**src/rtl/systolic_pkg.sv**
```systemverilog
// Shared definitions for the systolic array weight path: lane-feeder FSM states,
// default array geometry and the lane-selection helper.
package systolic_pkg;

    localparam int N_MACS_DEF = 4;
    localparam int DATA_W_DEF = 8;

    typedef enum logic [1:0] {
        FEED_IDLE = 2'd0,
        FEED_LOAD = 2'd1,
        FEED_DONE = 2'd2
    } feed_state_t;

    // Isolates the lowest set bit; a zero input yields zero.
    function automatic logic [31:0] lowest_onehot(input logic [31:0] v);
        return v & (~v + 32'd1);
    endfunction

endpackage

```
**src/rtl/weight_fifo.sv**
```systemverilog
// Synchronous FIFO for weight words. Flush has priority and empties it on the next edge;
// a pushed word reaches the head one cycle later (no bypass path).
module weight_fifo #(
    parameter int DATA_W = 8,
    parameter int DEPTH  = 4
) (
    input  logic                     clk,
    input  logic                     rst,
    input  logic                     push,
    input  logic                     pop,
    input  logic                     flush,
    input  logic [DATA_W-1:0]        wdata,
    output logic [DATA_W-1:0]        rdata,
    output logic                     full,
    output logic                     empty,
    output logic [$clog2(DEPTH):0]   level
);

    localparam int AW = $clog2(DEPTH);

    logic [DATA_W-1:0] mem [DEPTH];
    logic [AW-1:0]     wr_ptr;
    logic [AW-1:0]     rd_ptr;
    logic [AW:0]       count;

    logic do_push;
    logic do_pop;

    assign full    = (count == (AW+1)'(DEPTH));
    assign empty   = (count == '0);
    assign level   = count;
    assign rdata   = mem[rd_ptr];
    assign do_push = push && !full && !flush;
    assign do_pop  = pop && !empty && !flush;

    always_ff @(posedge clk or posedge rst) begin
        if (rst) begin
            wr_ptr <= '0;
            rd_ptr <= '0;
            count  <= '0;
        end else if (flush) begin
            wr_ptr <= '0;
            rd_ptr <= '0;
            count  <= '0;
        end else begin
            // Power-of-two depth lets the pointers wrap by plain overflow.
            if (do_push) wr_ptr <= wr_ptr + 1'b1;
            if (do_pop)  rd_ptr <= rd_ptr + 1'b1;
            if (do_push && !do_pop)      count <= count + 1'b1;
            else if (do_pop && !do_push) count <= count - 1'b1;
        end
    end

    // Storage carries no reset; contents are only observed behind count.
    always_ff @(posedge clk) begin
        if (do_push) mem[wr_ptr] <= wdata;
    end

endmodule

```
**src/rtl/weight_lane_feeder.sv**
```systemverilog
// Writes buffered weight words into the MAC lanes enabled by the controller mask,
// lowest lane first, and raises load_done once every enabled lane has been written.
module weight_lane_feeder
    import systolic_pkg::*;
#(
    parameter int N_MACS     = N_MACS_DEF,
    parameter int DATA_W     = DATA_W_DEF,
    parameter int FIFO_DEPTH = 4
) (
    input  logic                          clk,
    input  logic                          rst,
    input  logic [N_MACS-1:0]             weight_ctrl,
    input  logic                          ctrl_busy,
    input  logic                          s_valid,
    input  logic [DATA_W-1:0]             s_data,
    output logic                          s_ready,
    output logic [N_MACS-1:0]             mac_we,
    output logic [DATA_W-1:0]             mac_wdata,
    output logic                          load_done,
    output logic [$clog2(FIFO_DEPTH):0]   fifo_level
);

    feed_state_t       state, state_n;
    logic [N_MACS-1:0] active_mask, active_mask_n;
    logic [N_MACS-1:0] pending, pending_n;
    logic [N_MACS-1:0] mac_we_n;
    logic [DATA_W-1:0] mac_wdata_n;
    logic              load_done_n;

    logic              fifo_full;
    logic              fifo_empty;
    logic [DATA_W-1:0] fifo_head;
    logic              arm;
    logic              flush;
    logic              push;
    logic              pop;
    logic [31:0]       pending_w;
    logic [31:0]       sel_w;
    logic [N_MACS-1:0] sel;

    // Only a new, non-zero mask under busy starts a load; a repeated mask is ignored.
    assign arm     = ctrl_busy && (weight_ctrl != '0) && (weight_ctrl != active_mask);
    assign flush   = (state == FEED_LOAD) && (!ctrl_busy || arm);
    assign s_ready = !fifo_full && !flush;
    assign push    = s_valid && s_ready;
    assign pop     = (state == FEED_LOAD) && !fifo_empty && (pending != '0) && !flush;

    assign pending_w = 32'(pending);
    assign sel_w     = lowest_onehot(pending_w);
    assign sel       = sel_w[N_MACS-1:0];

    weight_fifo #(
        .DATA_W (DATA_W),
        .DEPTH  (FIFO_DEPTH)
    ) u_fifo (
        .clk   (clk),
        .rst   (rst),
        .push  (push),
        .pop   (pop),
        .flush (flush),
        .wdata (s_data),
        .rdata (fifo_head),
        .full  (fifo_full),
        .empty (fifo_empty),
        .level (fifo_level)
    );

    always_ff @(posedge clk or posedge rst) begin
        if (rst) begin
            state       <= FEED_IDLE;
            active_mask <= '0;
            pending     <= '0;
            mac_we      <= '0;
            mac_wdata   <= '0;
            load_done   <= 1'b0;
        end else begin
            state       <= state_n;
            active_mask <= active_mask_n;
            pending     <= pending_n;
            mac_we      <= mac_we_n;
            mac_wdata   <= mac_wdata_n;
            load_done   <= load_done_n;
        end
    end

    always_comb begin
        state_n       = state;
        active_mask_n = active_mask;
        pending_n     = pending;
        mac_we_n      = '0;
        mac_wdata_n   = mac_wdata;
        load_done_n   = 1'b0;
        unique case (state)
            FEED_IDLE: begin
                if (arm) begin
                    active_mask_n = weight_ctrl;
                    pending_n     = weight_ctrl;
                    state_n       = FEED_LOAD;
                end
            end
            FEED_LOAD: begin
                if (!ctrl_busy) begin
                    state_n       = FEED_IDLE;
                    active_mask_n = '0;
                    pending_n     = '0;
                end else if (arm) begin
                    // Restart on the new mask; lanes already written are redone only if set again.
                    active_mask_n = weight_ctrl;
                    pending_n     = weight_ctrl;
                end else if (pop) begin
                    mac_we_n    = sel;
                    mac_wdata_n = fifo_head;
                    pending_n   = pending & ~sel;
                end else if (pending == '0) begin
                    state_n     = FEED_DONE;
                    load_done_n = 1'b1;
                end
            end
            FEED_DONE: begin
                if (arm) begin
                    active_mask_n = weight_ctrl;
                    pending_n     = weight_ctrl;
                    state_n       = FEED_LOAD;
                end else if (!ctrl_busy) begin
                    // Forget the mask so the same one can be loaded again later.
                    state_n       = FEED_IDLE;
                    active_mask_n = '0;
                end else begin
                    load_done_n = 1'b1;
                end
            end
            default: begin
                state_n = FEED_IDLE;
            end
        endcase
    end

endmodule

```
**config.mk**
```make
export PLATFORM = sky130hd
export DESIGN_NAME = weight_lane_feeder
export DESIGN_NICKNAME = d
export VERILOG_FILES = /design/src/rtl/systolic_pkg.sv /design/src/rtl/weight_fifo.sv /design/src/rtl/weight_lane_feeder.sv
export SDC_FILE = /design/constraint.sdc
export NUM_CORES = 1
export LEC_CHECK = 0
export CAP_MARGIN = 0
export CORE_ASPECT_RATIO = 0.5
export CORE_MARGIN = 10
export CORE_UTILIZATION = 50
export CTS_CLUSTER_DIAMETER = 80
export CTS_CLUSTER_SIZE = 8
export DETAILED_ROUTE_END_ITERATION = 7
export PLACE_DENSITY_LB_ADDON = 0.08
export SLEW_MARGIN = 20
export SYNTH_ARGS = -nofsm -noshare
export SYNTH_HDL_FRONTEND = slang
export SYNTH_SLANG_ARGS = --single-unit
export TNS_END_PERCENT = 1
```
**constraint.sdc**
```tcl
create_clock -name clk -period 3 [get_ports clk]
set_clock_uncertainty 0.15 [all_clocks]
set_input_delay 0.3 -clock clk [delete_from_list [all_inputs] [get_ports clk]]
set_output_delay 0.3 -clock clk [all_outputs]
set_load 0.1 [all_outputs]
```
# Word level (Yosys, flattened, before mapping)
# Memory sizes are Yosys's and may differ from the RTL's. A register that Yosys moved wholly into a read port is not among the register bits.
# Index checks and enable logic that the tools add are counted.
dict set report classes {
  add_sub_neg 5
  eq_ne 11
  n_mux 38
  bitwise_logic 5
  reduce_logical 36
}
# operator count
set ops {}
lappend ops {{4-bit 2-to-1 mux} 12}
lappend ops {{2-bit 2-to-1 mux} 11}
lappend ops {{1-bit logical AND} 14}
lappend ops {{4-bit case mux with 3 select lines} 1}
lappend ops {{3-bit 2-to-1 mux} 3}
lappend ops {{3-bit inequality test (second input constant)} 3}
lappend ops {{4-bit bitwise AND} 2}
lappend ops {{1-bit 2-to-1 mux} 8}
lappend ops {{4-bit NOT} 2}
lappend ops {{4-bit case mux with 2 select lines} 1}
lappend ops {{4-bit nonzero test} 2}
lappend ops {{1-bit zero test} 6}
lappend ops {{2-bit case mux with 3 select lines} 1}
lappend ops {{2-bit nonzero test} 3}
lappend ops {{3-bit nonzero test} 2}
lappend ops {{5-bit AND reduction} 1}
lappend ops {{2-bit by 1-bit adder with 2-bit output (second input constant)} 2}
lappend ops {{4-bit by 1-bit adder with 4-bit output (second input constant)} 1}
lappend ops {{4-bit zero test} 1}
lappend ops {{4-bit by 3-bit inequality test with 1-bit output (second input constant)} 1}
lappend ops {{4-bit inequality test} 1}
lappend ops {{4-bit AND reduction} 1}
lappend ops {{3-bit by 1-bit adder with 3-bit output (second input constant)} 1}
lappend ops {{3-bit equality test (second input constant)} 1}
lappend ops {{other kinds (14)} 14}
dict set report word_totals {
  register_bits 22
  mem_bits_rw 32
  input_bits 16
  output_inout_bits 17
  word_cells 104
  n_memories 1
}
# name depth word_bits rd rd_ports_with_merged_regs write_ports line
set memory_table {}
lappend memory_table {u_fifo.mem 4 8 1 1 1 weight_fifo.sv:21} ;# logic [DATA_W-1:0] mem [DEPTH];

# Longest topological paths before layout
# Gate-level depths: netlist of run 1.
dict set report logic_depth {
  word_depth 15
  mapped_depth 11
  depth_no_buf 10
}

# Modules after synthesis
# A second synthesis of run 1 with hierarchy kept.
dict set report unflattened {
  hier_cells 208
  hier_area_um2 2924.1
}
# mod n_inst cells_per_inst area_each_um2 seq_area_each_um2
set by_module_without_submodules {}
lappend by_module_without_submodules {weight_fifo 1 103 1687.9 1136.1}
lappend by_module_without_submodules {weight_lane_feeder 1 105 1236.2 575.6}

# Least setup slack after synthesis of run 1
# Ideal clock, no wire load.
dict set report synth_path {
  path_type {flip-flop to flip-flop}
  start {reg u_fifo.count[1] (netlist: u_fifo.level[1])}
  end {reg u_fifo.count[2] (netlist: u_fifo.level[2])}
  setup_time_ns 0.072
  arrival_time_ns 2.925
  required_time_ns 2.778
  slack_ns -0.147
  stages_incl_launch_ff 10
  n_path_buf 1
  synth_period_minus_slack_ns 3.147
  cell_sequence {dfrtp_1 nor3_1 nor3_2 nand2_4 buf_2 and2_1 fa_1 and2_1 mux4_2 nor2_1}
}
dict set report synth_via {
  elab_chain_cells 11
  word_cells_on_any_way 23
  classes_between {add/sub (2); eq/ne (1); mux (3); reduce/logical (17)}
}
# element line
set synth_rtl {}
lappend synth_rtl {{start, declared} weight_fifo.sv:24} ;# logic [AW:0] count;
lappend synth_rtl {{start signal, assigned} weight_fifo.sv:49} ;# if (do_push && !do_pop) count <= count + 1'b1;
lappend synth_rtl {{start signal, assigned} weight_fifo.sv:50} ;# else if (do_pop && !do_push) count <= count - 1'b1;
lappend synth_rtl {{3-bit zero test} weight_fifo.sv:30} ;# assign empty = (count == '0);
lappend synth_rtl {{1-bit zero test} {weight_fifo.sv:34, weight_lane_feeder.sv:46}}
lappend synth_rtl {{1-bit logical AND (3 in a row)} weight_lane_feeder.sv:46} ;# assign pop = (state == FEED_LOAD) && !fifo_empty && (pending != '0) && !flush;
lappend synth_rtl {{1-bit logical AND (2 in a row)} weight_fifo.sv:34} ;# assign do_pop = pop && !empty && !flush;
lappend synth_rtl {{1-bit zero test} weight_fifo.sv:49}
lappend synth_rtl {{1-bit logical AND} weight_fifo.sv:49}
lappend synth_rtl {{3-bit 2-to-1 mux} weight_fifo.sv:49}
lappend synth_rtl {{3-bit 2-to-1 mux} weight_fifo.sv:41} ;# end else if (flush) begin
# Several ways; a longest one is shown, not always the timed one. The select of a mux whose other input is x is not followed.
# A chain may end at the register's enable or synchronous reset.

# Final worst setup path of run 1
dict set report layout_path {
  start {in weight_ctrl[2]}
  end {reg u_fifo.count[2] (netlist: u_fifo.level[2])}
}
dict set report layout_via {
  elab_chain_cells 13
  word_cells_on_any_way 21
  classes_between {eq/ne (1); mux (2); reduce/logical (18)}
}
# element line
set layout_rtl {}
lappend layout_rtl {{start, declared} weight_lane_feeder.sv:12} ;# input logic [N_MACS-1:0] weight_ctrl,
lappend layout_rtl {{4-bit nonzero test} weight_lane_feeder.sv:42} ;# assign arm = ctrl_busy && (weight_ctrl != '0) && (weight_ctrl != active_mask);
lappend layout_rtl {{1-bit logical AND} weight_lane_feeder.sv:42}
lappend layout_rtl {{1-bit logical AND (*)} weight_lane_feeder.sv:42}
lappend layout_rtl {{1-bit logical OR (*)} weight_lane_feeder.sv:43} ;# assign flush = (state == FEED_LOAD) && (!ctrl_busy || arm);
lappend layout_rtl {{1-bit logical AND (*)} weight_lane_feeder.sv:43}
lappend layout_rtl {{1-bit zero test} --}
lappend layout_rtl {{1-bit logical AND, on equally long branches} {weight_lane_feeder.sv:44, weight_lane_feeder.sv:46}}
lappend layout_rtl {{1-bit logical AND, on equally long branches} {weight_lane_feeder.sv:45, weight_fifo.sv:34}}
lappend layout_rtl {{1-bit logical AND, on equally long branches} {weight_fifo.sv:33, weight_fifo.sv:34}}
lappend layout_rtl {{1-bit logical AND / 1-bit zero test (equally long branches)} {weight_fifo.sv:33, weight_fifo.sv:49}}
lappend layout_rtl {{1-bit logical AND / 1-bit zero test (equally long branches)} {weight_fifo.sv:49, weight_fifo.sv:50}}
lappend layout_rtl {{3-bit 2-to-1 mux / 1-bit logical AND (equally long branches)} {weight_fifo.sv:49, weight_fifo.sv:50}}
lappend layout_rtl {{3-bit 2-to-1 mux / 3-bit nonzero test (equally long branches)} --}
# Every way passes the cells marked *; elsewhere a longest branch is shown, timed or not.

==> summary.md, run 1 <==
| Metric | Value |
|---|---|
| Status | complete, no violations |
| Post-synth EDFFs | 32 |
| Area contributors post-synth | edfxtp_1, dfrtp_1, mux4_2 |
| Antenna cell count | 0 |
| Final setup vio count | 0 |
| Die height | 73.2 um |
| Worst Tran Pin Value | 0.577 ns |
| Routability cong. | 0.848 |
| Later-pin clock latency in the skew report | 0.33 ns |
| Sw Share | 41.8% |
| Clk root buf | clkbuf_16 |
| Critical-path cell list | clkdlybuf4s50_1 -> xnor2_1 -> a41o_4 -> a21boi_2 -> nor2_1 -> and2_1 -> fa_1 -> and2_1 -> mux4_2 -> nor2_1 |
| Total grt overflow | 0 |
| Post-synthesis net count | 227 |
| Slowest cell delay on critical path | 0.57 ns |
| Synth area leader | edfxtp_1 |
| Crit path launch type | primary input |
| Worst Path Max Fanout | 5 |
| Routed WL | 5720 um |
| Hold-fix buffers, CTS | 0 |
| GR Util All Layers | 13.6% |
| Cell Pwr Density | 1190 nW/um^2 |
| Leakage power | 1.45 nW |
| Power, Total | 4.28 mW |
| # rows | 19 |
| Max_cap viols | 0 |
| Vias per cell | 5.37 |
| Overall via count from detail_route | 1789 |
| Worst-path clk slew | 0.05 ns |
| Worst vdd ir | 611 uV |
| Worst-case clock buffer depth | 2 |
| Vias in the first global route | 1847 |
| Minimum clock period | 2.73 ns |
| Synth Register Bits | 62 |
| First-pass GRT wire length | 9500 um |
| Synth top area share | 33.9% |
| Critical path's slowest cell | clkdlybuf4s50_1 |
| Final hold vios | 0 |
| Period utilization | 90.8% |
| Slew Viols, Final | 0 |
| Most used flip-flop cell after synthesis | edfxtp_1 |
| Hold Path Class | primary input to asynchronous set/reset pin |
| Largest net degree at the start of global routing | 31 |
| I/O Pins | 33 |
| WS Path Type | primary input to register |
| CTS Sinks | 62 |
| Area of the die | 9260 sq um |
| RSZ-0062 raised after global routing | no |
| Post-CTS sizing | 0 |
| CTS tree | yes |
| Clock share of power | 23.1% |
| Worst path buffer plus inverter count | 1 |
| H-tree Lvls | 3 |
| # DRC | 0 |
| Slew headroom | 61.5% |
| Syn Area/Cell | 14.0 sq um |
| Largest delay share family, worst path | buffers and inverters |
| Power Internal | 2.49 mW |
| Critical path endpoint category | register |
| Netlist cell types | 47 |
| Initial DRC count | 150 |
| Area of the core | 5490 sq um |
| Die X | 126 um |
| Sequential-to-total area share from yosys stat | 60.5% |
| Post-Layout Cell Count | 333 |
| DP HPWL | 4000 um |
| Part of the power in combinational logic | 45.3% |
| Syn Inst Count | 202 |
| Post-CTS repair timing setup buffer count | 0 |
| Critical Path AT | 2.82 ns |
| Initial antenna violation count | 0 |
| FFs w/ async S/R, synth | 48.4% |
| Fmax achieved | 367 MHz |
| Yosys Warn Count | 0 |
| Net Sw Power | 1.79 mW |
| Share of layout cells above drive strength 1 | 30.0% |
| Seq pwr share | 31.6% |
| Cell Area, Synth | 2830 sq um |
| Cells after DPL | 317 |
| Antenna-violating nets left | 0 |
| Wirelength per Cell | 17.2 um |
| TritonCTS Buffers | 9 |
| Pre-Repair DR Iteration Count | 5 |
| Starting Density | 51.6% |
| Nets | 280 |
| Layout area overhead | 27.3% |
| Port-buffer cells | 32 |
| Worst EP required | 3.10 ns |
-- area by class of cell --
type,instances,area (sq um)
Multi-Input combinational cell,125,1060
Inverter,9,33.8
Timing Repair Buffer,48,410
Clock inverter,6,62.6
Sequential cell,62,1720
Tap cell,73,91.3
Fill cell,420,1890
Clock buffer,10,229
-- metrics by stage --
stage	instance area [sq um]	TNS, ns	worst slack [ns]	util (%)	hold slack (ns)
after floorplan	2840	0	0.0655	-	0.241
after global placement	3310	0	0.0520	60.3	0.340
after detailed placement	3310	-0.0662	-0.0662	60.3	0.345
after global routing	3600	0	0.193	65.6	0.282
after CTS	3600	0	0.283	65.6	0.242
final	3600	0	0.275	65.6	0.238
-- cells in the mapped netlist (2+ instances only) --
| library cell | instances |
|---|---|
| xnor2_1 | 5 |
| nor3b_1 | 2 |
| buf_1 | 2 |
| inv_1 | 8 |
| edfxtp_1 | 32 |
| nand2b_1 | 2 |
| ha_1 | 8 |
| o21ai_0 | 9 |
| a21oi_1 | 7 |
| o31ai_1 | 2 |
| o21bai_1 | 2 |
| o32a_1 | 2 |
| nand2_1 | 12 |
| buf_2 | 2 |
| and2_1 | 6 |
| dfrtp_1 | 30 |
| mux2_2 | 10 |
| a22o_1 | 3 |
| nor2_1 | 17 |
| mux4_2 | 9 |
| nor3_1 | 5 |
| clkbuf_1 | 2 |
-- sequential cells by signal, summed over array words and instances, names as in the netlist --
name and flops:
mac_wdata 8, u_fifo.rd_ptr 2, load_done 1, u_fifo.level 3, u_fifo.mem 32, mac_we 4
pending 4, state 2, active_mask 4, u_fifo.wr_ptr 2
-- worst register-to-register path, cell delays in order (launching register included) --
cell      delay, ns
dfrtp_1        0.39
xnor2_1        0.18
a41o_4         0.32
a21boi_2       0.15
nor2_1         0.07
and2_1         0.16
fa_1           0.40
and2_1         0.15
mux4_2         0.44
nor2_1         0.10
-- placed cells by master, fill, tap and decap left out, types with 9 or more instances in the layout --
cell type        count
nand2_1             12
o21ai_0              9
buf_4               32
dfrtp_1             27
nor2_1              17
mux4_2               9
clkbuf_16            9
mux2_2              10
clkdlybuf4s50_1     15
edfxtp_1            32
-- metal layers --
| metal | routed length (um) | GRT usage [%] |
|---|---|---|
| met2 | 2770 | 21.2 |
| met1 | 2620 | 15.6 |
| met4 | 21 | 4.02 |
| met3 | 310 | 7.90 |
| met5 | 0 | 0 |
-- kinds of logic (layout without fill, tap and decap cells) --
family | count (synthesis) | count (layout) | synth area share (%)
adders and majority gates | 9 | 9 | 4.24
xor gates and xnor gates | 6 | 6 | 1.86
DFF | 62 | 62 | 60.5
muxes | 20 | 20 | 11.5
and+or+nand+nor | 51 | 51 | 8.93
buffers and inverters | 15 | 73 | 2.08
AOI/OAI and AO/OA | 39 | 39 | 11.0
-- final timing paths --
check / to / startpoint / cells after the start / slack [ns]
min in group clk: mac_wdata[2]$_DFFE_PP0P_ / mac_wdata[2]$_DFFE_PP0P_ / 1 / 0.35
setup reg to reg: u_fifo.level[2]$_DFFE_PP0P_ / active_mask[2]$_DFFE_PP0P_ / 9 / 0.42
hold / removal: mac_wdata[1]$_DFFE_PP0P_ / rst / 3 / 0.24
max in group asynchronous: u_fifo.level[2]$_DFFE_PP0P_ / rst / 3 / 2.14
setup / recovery: u_fifo.level[2]$_DFFE_PP0P_ / weight_ctrl[2] / 10 / 0.27
hold reg to reg: mac_wdata[2]$_DFFE_PP0P_ / mac_wdata[2]$_DFFE_PP0P_ / 1 / 0.35
-- power by group through the flow --
stage | Clock, mW | Combinational (mW) | Sequential, mW
6_report | 0.987 | 1.94 | 1.35
3_5_place_dp | 0 | 1.96 | 1.37
2_1_floorplan | 0 | 0.944 | 1.85
5_1_grt | 1.06 | 2.09 | 1.39
4_1_cts | 1.02 | 1.96 | 1.36
3_3_place_gp | 0 | 1.92 | 1.37
Note: power is estimated with default switching activity, not from simulation.
==> run 2: changes to the inputs <==
Settings changed: CELL_PAD_IN_SITES_DETAIL_PLACEMENT set to 1, CELL_PAD_IN_SITES_GLOBAL_PLACEMENT set to 1, CORE_UTILIZATION 50 to 41.
==> run 2 against run 1 <==
Net effect:
- final cell count is 6.0% higher
- global-route usage shrank 0.79 points
- sequential cell count unchanged
- design area up 0.45%
- clock-buffer cell count did not move
- maximum frequency grew 1.6%
- clock power fell by 5.8%
- critical path depth unchanged
- power shrank 0.53%
- sequential share of layout area fell by 0.21 points
- die area grew 17%
- critical endpoint unchanged
- largest power group unchanged
==> summary.md, run 2 (same netlist as run 1, synthesis figures left out) <==
| Metric | Value |
|---|---|
| Vias in the first global route | 2040 (+10%) |
| Worst vdd ir | 483 uV (-21%) |
| TritonCTS Buffers | 9 (unchanged) |
| Wirelength per Cell | 17.9 um (+4.4%) |
| Critical Path AT | 2.78 ns (-0.04 ns) |
| DP HPWL | 4450 um (+11%) |
| Seq pwr share | 31.9% (+0.3 points) |
| Worst Path Max Fanout | 5 (unchanged) |
| Most frequent cells in the layout | buf_4, edfxtp_1, dfrtp_1, nor2_1, clkdlybuf4s50_1 |
| Critical path endpoint category | register |
| Period utilization | 89.4% (-1.4 points) |
| Hold Path Class | primary input to asynchronous set/reset pin |
| Cells after DPL | 337 (+6.3%) |
| Slew Viols, Final | 0 (unchanged) |
| Pre-Repair DR Iteration Count | 6 (+1) |
| Routed WL | 6320 um (+11%) |
| Area of the core | 6700 sq um (+22%) |
| CTS Sinks | 62 (unchanged) |
| Antenna-violating nets left | 0 (unchanged) |
| Initial antenna violation count | 0 (unchanged) |
| Setup WS pre-CTS | -0.0446 ns (+0.0216 ns) |
| Crit path launch type | primary input |
| Initial DRC count | 71 (-53%) |
| Largest net degree at the start of global routing | 31 (unchanged) |
| H-tree Lvls | 3 (unchanged) |
| Clock share of power | 21.8% (-1.3 points) |
| Worst Tran Pin Value | 0.600 ns (+0.0229 ns) |
| Fillers | 676 (+61%) |
| Hold-fix buffers, CTS | 0 (unchanged) |
| Slew headroom | 60.0% (-1.5 points) |
| Die height | 78.8 um (+7.6%) |
| Final Util | 54.0% (-12 points) |
| Later-pin clock latency in the skew report | 0.32 ns (about the same) |
| Worst EP required | 3.10 ns (about the same) |
| # rows | 21 (+2) |
| Sw Share | 42.9% (+1.0 points) |
| Register area | 1720 sq um (unchanged) |
| Clk root buf | clkbuf_16 |
| Total grt overflow | 0 (unchanged) |
| Power Internal | 2.43 mW (-2.3%) |
| Final hold vios | 0 (unchanged) |
| Post-CTS repair timing setup buffer count | 0 (unchanged) |
| Status | complete, no violations |
| First-pass GRT wire length | 10700 um (+12%) |
| Net Sw Power | 1.82 mW (+1.9%) |
| Final worst slack | 0.318 ns (+0.0434 ns) |
| Fmax achieved | 373 MHz (+1.6%) |
| Part of the power in combinational logic | 46.2% (+0.9 points) |
| Cell Pwr Density | 1180 nW/um^2 (-0.98%) |
| Vias per cell | 5.18 (-3.7%) |
| # DRC | 0 (unchanged) |
| Share of layout cells above drive strength 1 | 30.3% (+0.27 points) |
| Leakage power | 1.46 nW (+0.15%) |
| Top Registers | u_fifo.mem x32, mac_wdata x8 |
| RSZ-0062 raised after global routing | no |
| Hold_ws | 0.230 ns (-0.00820 ns) |
| Minimum clock period | 2.68 ns (-0.0434 ns) |
| GR Util All Layers | 12.8% (-0.79 points) |
| Layout area overhead | 27.8% |
| CTS tree | yes |
| Die X | 138 um (+8.8%) |
| Port-buffer cells | 32 (unchanged) |
| Routability cong. | 0.811 (-4.4%) |
| Worst-case clock buffer depth | 2 (unchanged) |
| Final setup vio count | 0 (unchanged) |
| Post-CTS sizing | 0 (unchanged) |
| Antenna cell count | 0 (unchanged) |
| WS Path Type | primary input to register |
| Most common cell after layout, fill and taps aside | buf_4 |
| Worst-path clk slew | 0.05 ns (about the same) |
| Nets | 281 (+0.36%) |
| Starting Density | 42.3% (-9.3 points) |
| Max_cap viols | 0 (unchanged) |
| I/O Pins | 33 (unchanged) |
| Area of the multi-input gates | 1060 sq um (unchanged) |
| Overall via count from detail_route | 1827 (+2.1%) |
| Max reg flops | 32 (unchanged) |
| Power, Total | 4.26 mW (-0.53%) |
| Area of the die | 10800 sq um (+17%) |
| Most flops, register | u_fifo.mem |
| Post-Layout Cell Count | 353 (+6.0%) |
[run 2: changes by cell type in the layout (fill, tap and decap cells not counted)]
| cell | change |
|---|---|
| bufinv_16 | -1 |
| buf_4 | +1 |
| clkinv_1 | +1 |
| clkinv_4 | +1 |
| clkbuf_8 | +1 |
| clkbuf_1 | -1 |
| clkinvlp_4 | -1 |
[run 2: area by class of cell]
| cell class | count | area share, % |
|---|---|---|
| sequential | 62 | 47.4 |
| clock buffer | 10 | 6.60 |
| clock inverter | 6 | 1.04 |
| inverter | 9 | 0.933 |
| multi-input combinational | 125 | 29.3 |
| timing repair buffer | 49 | 11.5 |
| tap | 92 | 3.18 |
[run 2: worst max-delay path, cell delays in order]
cell and delay [ns]:
clkdlybuf4s50_1 0.58, xnor2_1 0.16, a41o_4 0.27, a21boi_2 0.16, nor2_1 0.08, and2_1 0.16
fa_1 0.39, and2_1 0.15, mux4_2 0.44, nor2_1 0.09
[run 2: power by group through the flow]
stage,registers (mW),clock network [mW],logic (mW)
2_1_floorplan,1.85,0,0.944
3_3_place_gp,1.37,0,1.95
3_5_place_dp,1.37,0,1.98
4_1_cts,1.36,0.954,1.99
5_1_grt,1.40,1.00,2.12
6_report,1.36,0.930,1.97
[run 2: stage by stage]
step,instance area (sq um),setup TNS (ns)
2_1_floorplan,2840,0
3_5_place_dp,3340,-0.0446
4_1_cts,3620,0
5_1_grt,3620,0
6_report,3620,0
3_3_place_gp,3340,0
[run 2: metal layers]
metal / routed length (um) / vias up / share of wire [%] / track usage, %
met4: 39 / 0 / 0.62 / 3.66
met5: 0 / - / 0 / 0
met3: 314 / 7 / 5.0 / 5.46
li1: - / 861 / - / -
met1: 3010 / 926 / 48 / 15.6
met2: 2960 / 33 / 47 / 20.3
[run 2: final timing paths]
check,start,to,slack (ns),cells past startpoint
max in group asynchronous,rst,u_fifo.level[2]$_DFFE_PP0P_,2.15,3
min in group clk,mac_wdata[3]$_DFFE_PP0P_,mac_wdata[3]$_DFFE_PP0P_,0.35,1
setup reg to reg,state[1]$_DFFE_PP0P_,u_fifo.level[2]$_DFFE_PP0P_,0.42,10
hold / removal,rst,mac_wdata[1]$_DFFE_PP0P_,0.23,3
setup / recovery,weight_ctrl[3],u_fifo.level[2]$_DFFE_PP0P_,0.32,10
hold reg to reg,mac_wdata[3]$_DFFE_PP0P_,mac_wdata[3]$_DFFE_PP0P_,0.35,1
